### src/rtl/uart_pkg.sv
// -----------------------------------------------------------------------------
// uart_pkg
//   Shared types and constants for the memory-mapped UART transmitter.
//   - tx_state_t     : serialiser FSM states
//   - REG_*          : register selectors (addr[3:2])
//   - ST_*           : bit positions inside the STATUS register
//   - pack_status()  : assembles the 32-bit STATUS read value
// -----------------------------------------------------------------------------
package uart_pkg;

   typedef enum logic [1:0] {
      IDLE  = 2'd0,
      START = 2'd1,
      DATA  = 2'd2,
      STOP  = 2'd3
   } tx_state_t;

   localparam logic [1:0] REG_TXDATA  = 2'd0;
   localparam logic [1:0] REG_STATUS  = 2'd1;
   localparam logic [1:0] REG_BAUDDIV = 2'd2;

   localparam int ST_BUSY      = 0;
   localparam int ST_FULL      = 1;
   localparam int ST_EMPTY     = 2;
   localparam int ST_OVF       = 3;
   localparam int ST_COUNT_LSB = 4;
   localparam int ST_COUNT_MSB = 7;

   function automatic logic [31:0] pack_status(input logic [3:0] count,
                                               input logic       ovf,
                                               input logic       empty,
                                               input logic       full,
                                               input logic       busy);
      logic [31:0] s;
      s                           = '0;
      s[ST_COUNT_MSB:ST_COUNT_LSB] = count;
      s[ST_OVF]                   = ovf;
      s[ST_EMPTY]                 = empty;
      s[ST_FULL]                  = full;
      s[ST_BUSY]                  = busy;
      return s;
   endfunction

endpackage

### src/rtl/mmio_uart_tx_if.sv
// -----------------------------------------------------------------------------
// mmio_uart_tx_if
//   CPU data-memory port as seen by the UART (same WE/A/WD that go to dmem).
//   Signals:
//     we        : store strobe
//     addr      : byte address
//     wdata     : store data
//     rdata     : registered read data
//     dbg_state : serialiser FSM state, for observation only
//
//   Bus protocol: there is no valid/ready handshake and no backpressure.
//   we qualifies addr/wdata as a store on every rising edge it is high; the
//   slave never stalls. Every edge also performs an implicit read: rdata
//   after edge N holds the register addressed during cycle N (0 on a miss).
// -----------------------------------------------------------------------------
interface mmio_uart_tx_if;
   logic                 we;
   logic [31:0]          addr;
   logic [31:0]          wdata;
   logic [31:0]          rdata;
   uart_pkg::tx_state_t  dbg_state;

   modport master (output we, addr, wdata, input rdata, dbg_state);
   modport slave  (input we, addr, wdata, output rdata, dbg_state);
endinterface

### src/rtl/sync_fifo.sv
// -----------------------------------------------------------------------------
// sync_fifo
//   Single-clock first-word-fall-through FIFO.
//   Ports:
//     clk, rst : clock, synchronous active-high reset (empties the FIFO)
//     push     : write din; accepted when not full or when popping same edge
//     pop      : consume dout; ignored when empty
//     din/dout : data in / head-of-queue data out (combinational from head)
//     full     : count == DEPTH
//     empty    : count == 0
//     count    : occupancy, $clog2(DEPTH)+1 bits
//   DEPTH must be a power of 2 and at least 2 so the pointers wrap for free.
// -----------------------------------------------------------------------------
module sync_fifo #(
   parameter int WIDTH = 8,
   parameter int DEPTH = 4
) (
   input  logic                     clk,
   input  logic                     rst,
   input  logic                     push,
   input  logic                     pop,
   input  logic [WIDTH-1:0]         din,
   output logic [WIDTH-1:0]         dout,
   output logic                     full,
   output logic                     empty,
   output logic [$clog2(DEPTH):0]   count
);

   localparam int AW = $clog2(DEPTH);

   logic [WIDTH-1:0] mem_q [DEPTH];
   logic [AW-1:0]    wr_ptr_q, wr_ptr_d;
   logic [AW-1:0]    rd_ptr_q, rd_ptr_d;
   logic [AW:0]      count_q, count_d;
   logic             push_ok, pop_ok;

   assign empty = (count_q == '0);
   assign full  = (count_q == (AW+1)'(DEPTH));
   assign count = count_q;
   assign dout  = mem_q[rd_ptr_q];

   // A push into a full FIFO still fits if the head leaves on the same edge.
   assign pop_ok  = pop && !empty;
   assign push_ok = push && (!full || pop_ok);

   always_comb begin
      wr_ptr_d = wr_ptr_q;
      rd_ptr_d = rd_ptr_q;
      count_d  = count_q;
      if (push_ok) wr_ptr_d = wr_ptr_q + 1'b1;
      if (pop_ok)  rd_ptr_d = rd_ptr_q + 1'b1;
      if (push_ok && !pop_ok)      count_d = count_q + 1'b1;
      else if (!push_ok && pop_ok) count_d = count_q - 1'b1;
   end

   always_ff @(posedge clk) begin
      if (rst) begin
         wr_ptr_q <= '0;
         rd_ptr_q <= '0;
         count_q  <= '0;
      end else begin
         wr_ptr_q <= wr_ptr_d;
         rd_ptr_q <= rd_ptr_d;
         count_q  <= count_d;
      end
   end

   // Storage needs no reset: entries are only visible through count.
   always_ff @(posedge clk) begin
      if (push_ok) mem_q[wr_ptr_q] <= din;
   end

endmodule

### src/rtl/mmio_uart_tx.sv
// -----------------------------------------------------------------------------
// mmio_uart_tx
//   Memory-mapped 8N1 UART transmitter sitting beside dmem on the CPU store
//   path. Stores to the 16-byte window at BASE_ADDR are decoded; TXDATA
//   stores enqueue bytes into a small FIFO drained by the serialiser.
//   Ports:
//     clk, rst : clock, synchronous active-high reset
//     bus      : slave side of mmio_uart_tx_if (we/addr/wdata in, rdata out)
//     tx       : serial line, idles high, registered
//     tx_idle  : FIFO empty and serialiser idle
//   Registers (addr[3:2]):
//     0 TXDATA  W: push wdata[7:0]        R: 0
//     1 STATUS  R: {count, ovf, empty, full, busy}; W: wdata[3]=1 clears ovf
//     2 BAUDDIV RW: clocks per bit, 16 bits, 0 is stored as 1
//     3 reserved
// -----------------------------------------------------------------------------
module mmio_uart_tx
   import uart_pkg::*;
#(
   parameter logic [31:0] BASE_ADDR    = 32'hFFFF0000,
   parameter int          FIFO_DEPTH   = 4,
   parameter int          CLKS_PER_BIT = 434
) (
   input  logic          clk,
   input  logic          rst,
   mmio_uart_tx_if.slave bus,
   output logic          tx,
   output logic          tx_idle
);

   localparam int          CW       = $clog2(FIFO_DEPTH) + 1;
   localparam logic [15:0] BAUD_RST = 16'(CLKS_PER_BIT);

   // ---------------------------------------------------------------- decode
   logic       hit;
   logic [1:0] reg_sel;
   logic       wr_txdata, wr_status, wr_baud;

   assign hit       = (bus.addr[31:4] == BASE_ADDR[31:4]);
   assign reg_sel   = bus.addr[3:2];
   assign wr_txdata = bus.we && hit && (reg_sel == REG_TXDATA);
   assign wr_status = bus.we && hit && (reg_sel == REG_STATUS);
   assign wr_baud   = bus.we && hit && (reg_sel == REG_BAUDDIV);

   // Address bits below the word offset and the upper store data are unused.
   logic unused_bits;
   assign unused_bits = ^{bus.addr[1:0], bus.wdata[31:16]};

   // ------------------------------------------------------------------ FIFO
   logic          fifo_pop;
   logic [7:0]    fifo_dout;
   logic          fifo_full, fifo_empty;
   logic [CW-1:0] fifo_count;

   sync_fifo #(
      .WIDTH (8),
      .DEPTH (FIFO_DEPTH)
   ) u_fifo (
      .clk   (clk),
      .rst   (rst),
      .push  (wr_txdata),
      .pop   (fifo_pop),
      .din   (bus.wdata[7:0]),
      .dout  (fifo_dout),
      .full  (fifo_full),
      .empty (fifo_empty),
      .count (fifo_count)
   );

   // ------------------------------------------------------------- registers
   logic [15:0] baud_q, baud_d;
   logic        ovf_q, ovf_d;
   logic [31:0] rdata_q, rdata_d;
   logic        ovf_set;

   // The FIFO drops the byte only if it is full and nothing leaves this edge.
   assign ovf_set = wr_txdata && fifo_full && !fifo_pop;

   // ------------------------------------------------------------------- FSM
   tx_state_t   state_q, state_d;
   logic [7:0]  shift_q, shift_d;
   logic [15:0] div_q, div_d;
   logic [15:0] baud_cnt_q, baud_cnt_d;
   logic [2:0]  bit_idx_q, bit_idx_d;
   logic        tx_q, tx_d;
   logic        bit_done;

   assign tx_idle = fifo_empty && (state_q == IDLE);
   assign bit_done = (baud_cnt_q == div_q - 16'd1);

   // Register file: writes, overflow flag and the always-on read mux.
   always_comb begin
      baud_d  = baud_q;
      ovf_d   = ovf_q;
      rdata_d = '0;
      if (wr_baud) begin
         baud_d = (bus.wdata[15:0] == 16'd0) ? 16'd1 : bus.wdata[15:0];
      end
      if (wr_status && bus.wdata[ST_OVF]) ovf_d = 1'b0;
      // Set after clear so a simultaneous overflow keeps the flag.
      if (ovf_set) ovf_d = 1'b1;
      if (hit) begin
         case (reg_sel)
            REG_STATUS:  rdata_d = pack_status(4'(fifo_count), ovf_q,
                                               fifo_empty, fifo_full, !tx_idle);
            REG_BAUDDIV: rdata_d = {16'd0, baud_q};
            default:     rdata_d = '0;
         endcase
      end
   end

   // Serialiser next-state. Each state lasts div_q cycles counted by
   // baud_cnt_q; div_q is sampled from BAUDDIV only when a frame starts.
   always_comb begin
      state_d    = state_q;
      shift_d    = shift_q;
      div_d      = div_q;
      baud_cnt_d = baud_cnt_q;
      bit_idx_d  = bit_idx_q;
      fifo_pop   = 1'b0;

      case (state_q)
         IDLE: begin
            if (!fifo_empty) begin
               fifo_pop   = 1'b1;
               shift_d    = fifo_dout;
               div_d      = baud_q;
               baud_cnt_d = '0;
               bit_idx_d  = '0;
               state_d    = START;
            end
         end
         START: begin
            if (bit_done) begin
               baud_cnt_d = '0;
               bit_idx_d  = '0;
               state_d    = DATA;
            end else begin
               baud_cnt_d = baud_cnt_q + 16'd1;
            end
         end
         DATA: begin
            if (bit_done) begin
               baud_cnt_d = '0;
               shift_d    = {1'b0, shift_q[7:1]};
               if (bit_idx_q == 3'd7) state_d = STOP;
               else                   bit_idx_d = bit_idx_q + 3'd1;
            end else begin
               baud_cnt_d = baud_cnt_q + 16'd1;
            end
         end
         STOP: begin
            if (bit_done) begin
               baud_cnt_d = '0;
               // Chain straight into the next frame so there is no idle gap.
               if (!fifo_empty) begin
                  fifo_pop  = 1'b1;
                  shift_d   = fifo_dout;
                  div_d     = baud_q;
                  bit_idx_d = '0;
                  state_d   = START;
               end else begin
                  state_d   = IDLE;
               end
            end else begin
               baud_cnt_d = baud_cnt_q + 16'd1;
            end
         end
      endcase

      // tx is decoded from the next state so the line changes on the same
      // edge as the FSM, straight out of a flop.
      case (state_d)
         START:   tx_d = 1'b0;
         DATA:    tx_d = shift_d[0];
         default: tx_d = 1'b1;
      endcase
   end

   always_ff @(posedge clk) begin
      if (rst) begin
         state_q    <= IDLE;
         shift_q    <= '0;
         div_q      <= BAUD_RST;
         baud_cnt_q <= '0;
         bit_idx_q  <= '0;
         tx_q       <= 1'b1;
         baud_q     <= BAUD_RST;
         ovf_q      <= 1'b0;
         rdata_q    <= '0;
      end else begin
         state_q    <= state_d;
         shift_q    <= shift_d;
         div_q      <= div_d;
         baud_cnt_q <= baud_cnt_d;
         bit_idx_q  <= bit_idx_d;
         tx_q       <= tx_d;
         baud_q     <= baud_d;
         ovf_q      <= ovf_d;
         rdata_q    <= rdata_d;
      end
   end

   assign tx            = tx_q;
   assign bus.rdata     = rdata_q;
   assign bus.dbg_state = state_q;

endmodule

### src/flat_wrapper.sv
// flat-port wrapper written by rule: the top's interface ports become plain ports
module mmio_uart_tx_flat import uart_pkg::*;
#(
   parameter logic [31:0] BASE_ADDR    = 32'hFFFF0000,
   parameter int          FIFO_DEPTH   = 4,
   parameter int          CLKS_PER_BIT = 434
)
  (clk, rst, tx, tx_idle, bus_we, bus_addr, bus_wdata, bus_rdata, bus_dbg_state);
  mmio_uart_tx_if bus_i ();
  input  logic clk;
  input  logic rst;
  output logic tx;
  output logic tx_idle;
  input wire logic [$bits(bus_i.we)-1:0] bus_we;
  input wire logic [$bits(bus_i.addr)-1:0] bus_addr;
  input wire logic [$bits(bus_i.wdata)-1:0] bus_wdata;
  output wire logic [$bits(bus_i.rdata)-1:0] bus_rdata;
  output wire logic [$bits(bus_i.dbg_state)-1:0] bus_dbg_state;
  assign bus_i.we = bus_we;
  assign bus_i.addr = bus_addr;
  assign bus_i.wdata = bus_wdata;
  assign bus_rdata = bus_i.rdata;
  assign bus_dbg_state = bus_i.dbg_state;
  mmio_uart_tx #(.BASE_ADDR(BASE_ADDR), .FIFO_DEPTH(FIFO_DEPTH), .CLKS_PER_BIT(CLKS_PER_BIT)) u_core (.clk(clk), .rst(rst), .bus(bus_i), .tx(tx), .tx_idle(tx_idle));
endmodule
### config.mk
export PLATFORM = sky130hd
export DESIGN_NAME = mmio_uart_tx_flat
export DESIGN_NICKNAME = d
export VERILOG_FILES = /design/src/rtl/uart_pkg.sv /design/src/rtl/mmio_uart_tx_if.sv /design/src/rtl/sync_fifo.sv /design/src/rtl/mmio_uart_tx.sv /design/src/flat_wrapper.sv
export SDC_FILE = /design/constraint.sdc
export NUM_CORES = 1
export LEC_CHECK = 0
export CORE_AREA = 2 2 149 108
export CTS_CLUSTER_DIAMETER = 200
export DETAILED_ROUTE_END_ITERATION = 10
export DIE_AREA = 0 0 151 110
export GPL_ROUTABILITY_DRIVEN = 0
export PLACE_DENSITY = 0.61
export SLEW_MARGIN = 25
export SYNTH_ARGS = -nofsm -noshare
export SYNTH_HDL_FRONTEND = slang
export SYNTH_SLANG_ARGS = --single-unit
### constraint.sdc
create_clock -name clk -period 7.1 [get_ports clk]
set_input_delay 1.065 -clock clk [delete_from_list [all_inputs] [get_ports clk]]
set_output_delay 1.065 -clock clk [all_outputs]
set_load 0.01 [all_outputs]
==> flow_summary_export.csv <==
group,metric,value,unit
drt,routed-via-count,4705,
finish,layout.nets,746,
logic_synthesis,netlist_top_cells_area,"dfxtp_1, edfxtp_1, mux2i_1, nor2_1, ha_1",
placed_design,port_buffers,68,
timing,tightest_slew,0.921,ns
drt,viasPerCell,5.39,
clock_tree,cts_setup_buffers,0,
finish,synthToLayoutAreaGrowth,21.9,%
grt,grt_pass1_wl,23600,microns
timing,final_hold_viol_count,0,
logic_synthesis,synth_top_area_cell,"dfxtp_1",
pwr,ir_drop,0.202,mV
die,ios,103,
clock_tree,clock_path_buffers,2,
logic_synthesis,synth_most_common_cell,"dfxtp_1",
die,initial_core_util,0.394,
timing,final.setup.tns,0,ns
drt,drc,0,
run,max_cap_viol_count,0,
worst_setup_path,cp_slowest_stage_delay,0.65,ns
clock_tree,clk_pin_slew_worst_paths,0.06,ns
logic_synthesis,ys_ff_latch,120,
grt,grt_usage,0.186,
logic_synthesis,yosys_warnings,0,
finish,design_area,7270,sq um
grt,antenna_found_initial,0,
worst_setup_path,critPathSlowestCell,"nor3b_1",
logic_synthesis,synthesis.area,5960,sq um
logic_synthesis,synth_edf_count,32,
timing,grt_setup_unrepaired,"no",
grt,grt_pass1_vias,4511,
logic_synthesis,synth_cell_types,70,
finish,insertedDiodeCount,0,
drt,wl_per_cell,16.6,microns
pwr,p_per_area,309,nW/um^2
drt,drtIter0Drc,403,
clock_tree,cts_tree,"done",
worst_setup_path,startpoint_type,"flop",
pwr,leakage,2.81,nW
finish,fillers,1390,
worst_setup_path,end_kind,"flop",
drt,dr.pass1.iters,5,
timing,setup_viol,0,
worst_setup_path,cp.required,7.44,ns
min_path,hold_path_class,"reg2reg",
logic_synthesis,ys.flop_type,"dfxtp_1",
logic_synthesis,syn-mean-instance-area,9.92,sq um
finish,drive_above_1_share,0.0981,
logic_synthesis,syn_inst,601,
timing,finalCriticalPeriod,4.42,ns
grt,grt_max_degree,58,
run_status,outcome,"complete, no violations",
timing,drv_slew,0,
placed_design,placed_cell_area,6670,sq um
placed_design,hpwl,10300,microns
timing,max_freq,0.226,GHz
die,core-area,15100,sq um
timing,relSlewSlack,0.384,
clock_tree,cts_buffers,17,
clock_tree,postCtsHoldBufs,0,
clock_tree,post_cts_resize_count,0,
logic_synthesis,yosys-top-cells-count,"dfxtp_1, nor2_1, nand2_1, mux2i_1, a21oi_1",
worst_setup_path,worstSetupPathType,"reg2reg",
worst_setup_path,crit_chain,"inv_1 > ha_1 > nor3b_1 > o2111ai_1 > a21oi_1 > nor2b_4 > nor3b_4 > nand2_1 > o21ai_2 > ha_1 > inv_1 > fa_1 > xor2_1 > or3_1 > a21oi_1",
clock_tree,cts-root-buf,"clkbuf_16",
die,row_count,38,
clock_tree,cts.sinks,120,
drt,wirelength,14500,microns
timing,skew,0.0140,ns
logic_synthesis,synth-async-reset-ratio,0,
logic_synthesis,yosys.area.top_type_share,0.296,
worst_setup_path,crit_arrival,4.76,ns
worst_setup_path,worstPathMaxFanout,7,
die,die_y,110,microns
grt,overflow,0,
timing,final.period_utilization,0.622,
die,die_w,151,microns
worst_setup_path,cp_num_buf_inv,2,
drt,ant_nets,0,
clock_tree,clk_latency,0.42,ns
logic_synthesis,seq_area_frac_synth,0.457,
die,dieArea,16600,sq um
clock_tree,htreeDepth,4,
worst_setup_path,crit_family,"simple AND/OR/NAND/NOR gates",
registers in the layout, summed over array words and instances (netlist names), named ones only:
| signal | count |
|---|---|
| u_core.u_fifo.count | 3 |
| u_core.div_q | 16 |
| u_core.bit_idx_q | 3 |
| u_core.baud_q | 16 |
| u_core.tx | 1 |
| u_core.baud_cnt_q | 16 |
| u_core.shift_q | 8 |
| u_core.bus.rdata | 16 |
| u_core.u_fifo.mem_q | 32 |
| u_core.ovf_q | 1 |
| u_core.u_fifo.rd_ptr_q | 2 |
| u_core.u_fifo.wr_ptr_q | 2 |
| u_core.bus.dbg_state | 2 |
path summary, 6_finish.rpt:
check	slack (ns)	startpoint	cells past startpoint	end
worst max-delay path	2.68	u_core.div_q[0]	15	u_core.u_fifo.count[2]
worst min register to register	0.46	u_core.ovf_q	2	u_core.ovf_q
worst min-delay path	0.46	u_core.ovf_q	2	u_core.ovf_q
worst max register to register	2.68	u_core.div_q[0]	15	u_core.u_fifo.count[2]
power breakdown:
group	leakage (nW)	internal [mW]	total, mW	switching (mW)
clock	0.289	0.506	0.863	0.357
sequential	0.999	0.737	0.780	0.0435
combinational	1.52	0.241	0.605	0.364
layer usage:
| metal | part of all wire | track usage | wire length [microns] | vias to the layer above |
|---|---|---|---|---|
| li1 | - | - | - | 2245 |
| met1 | 0.49 | 0.269 | 7100 | 2247 |
| met2 | 0.42 | 0.272 | 6170 | 188 |
| met3 | 0.070 | 0.0461 | 1010 | 25 |
| met4 | 0.017 | 0.0634 | 244 | 0 |
| met5 | 0 | 0 | 0 | - |
worst min-delay path, cell delays in order (launching register included):
cell and delay, ns:
dfxtp_1 0.31, nand2_1 0.05, a21oi_1 0.05
placed cells by master, fill, tap and decap left out, types with 17 or more instances in the layout:
cell type	n
mux2i_1	36
edfxtp_1	32
clkdlybuf4s50_1	67
o21ai_0	21
a21oi_1	32
dfxtp_1	88
ha_1	18
nor2_1	68
clkbuf_16	17
and3_1	19
nand2_1	56
kinds of logic after synthesis:
| group | Yosys count | share of synthesized area |
|---|---|---|
| buf+inv | 61 | 0.0584 |
| flops | 120 | 0.457 |
| fa+ha+maj | 20 | 0.0428 |
| other cells | 1 | 0.000629 |
| mux | 44 | 0.0907 |
| xor+xnor | 25 | 0.0367 |
| simple gates | 234 | 0.209 |
| compound gates | 96 | 0.105 |
final cells by class:
cell class	count	area [sq um]	area share
Timing Repair Buffer	70	691	0.0950
Sequential cell	120	2720	0.375
Tap cell	200	250	0.0344
Clock buffer	18	439	0.0604
Clock inverter	14	153	0.0210
Multi-Input combinational cell	435	2950	0.406
Inverter	16	60.1	0.00826
stage by stage:
stage	util	std cells	power [mW]	worst slack (ns)	hold WS (ns)
2_1_floorplan	-	616	1.24	3.26	0.432
3_3_place_gp	0.441	841	1.37	2.43	0.447
3_5_place_dp	0.441	841	1.38	2.35	0.454
4_1_cts	0.480	873	2.26	2.77	0.463
5_1_grt	0.481	873	2.36	2.30	0.490
6_report	0.481	873	2.25	2.68	0.462
No activity file was read; power rests on OpenSTA's default activity.
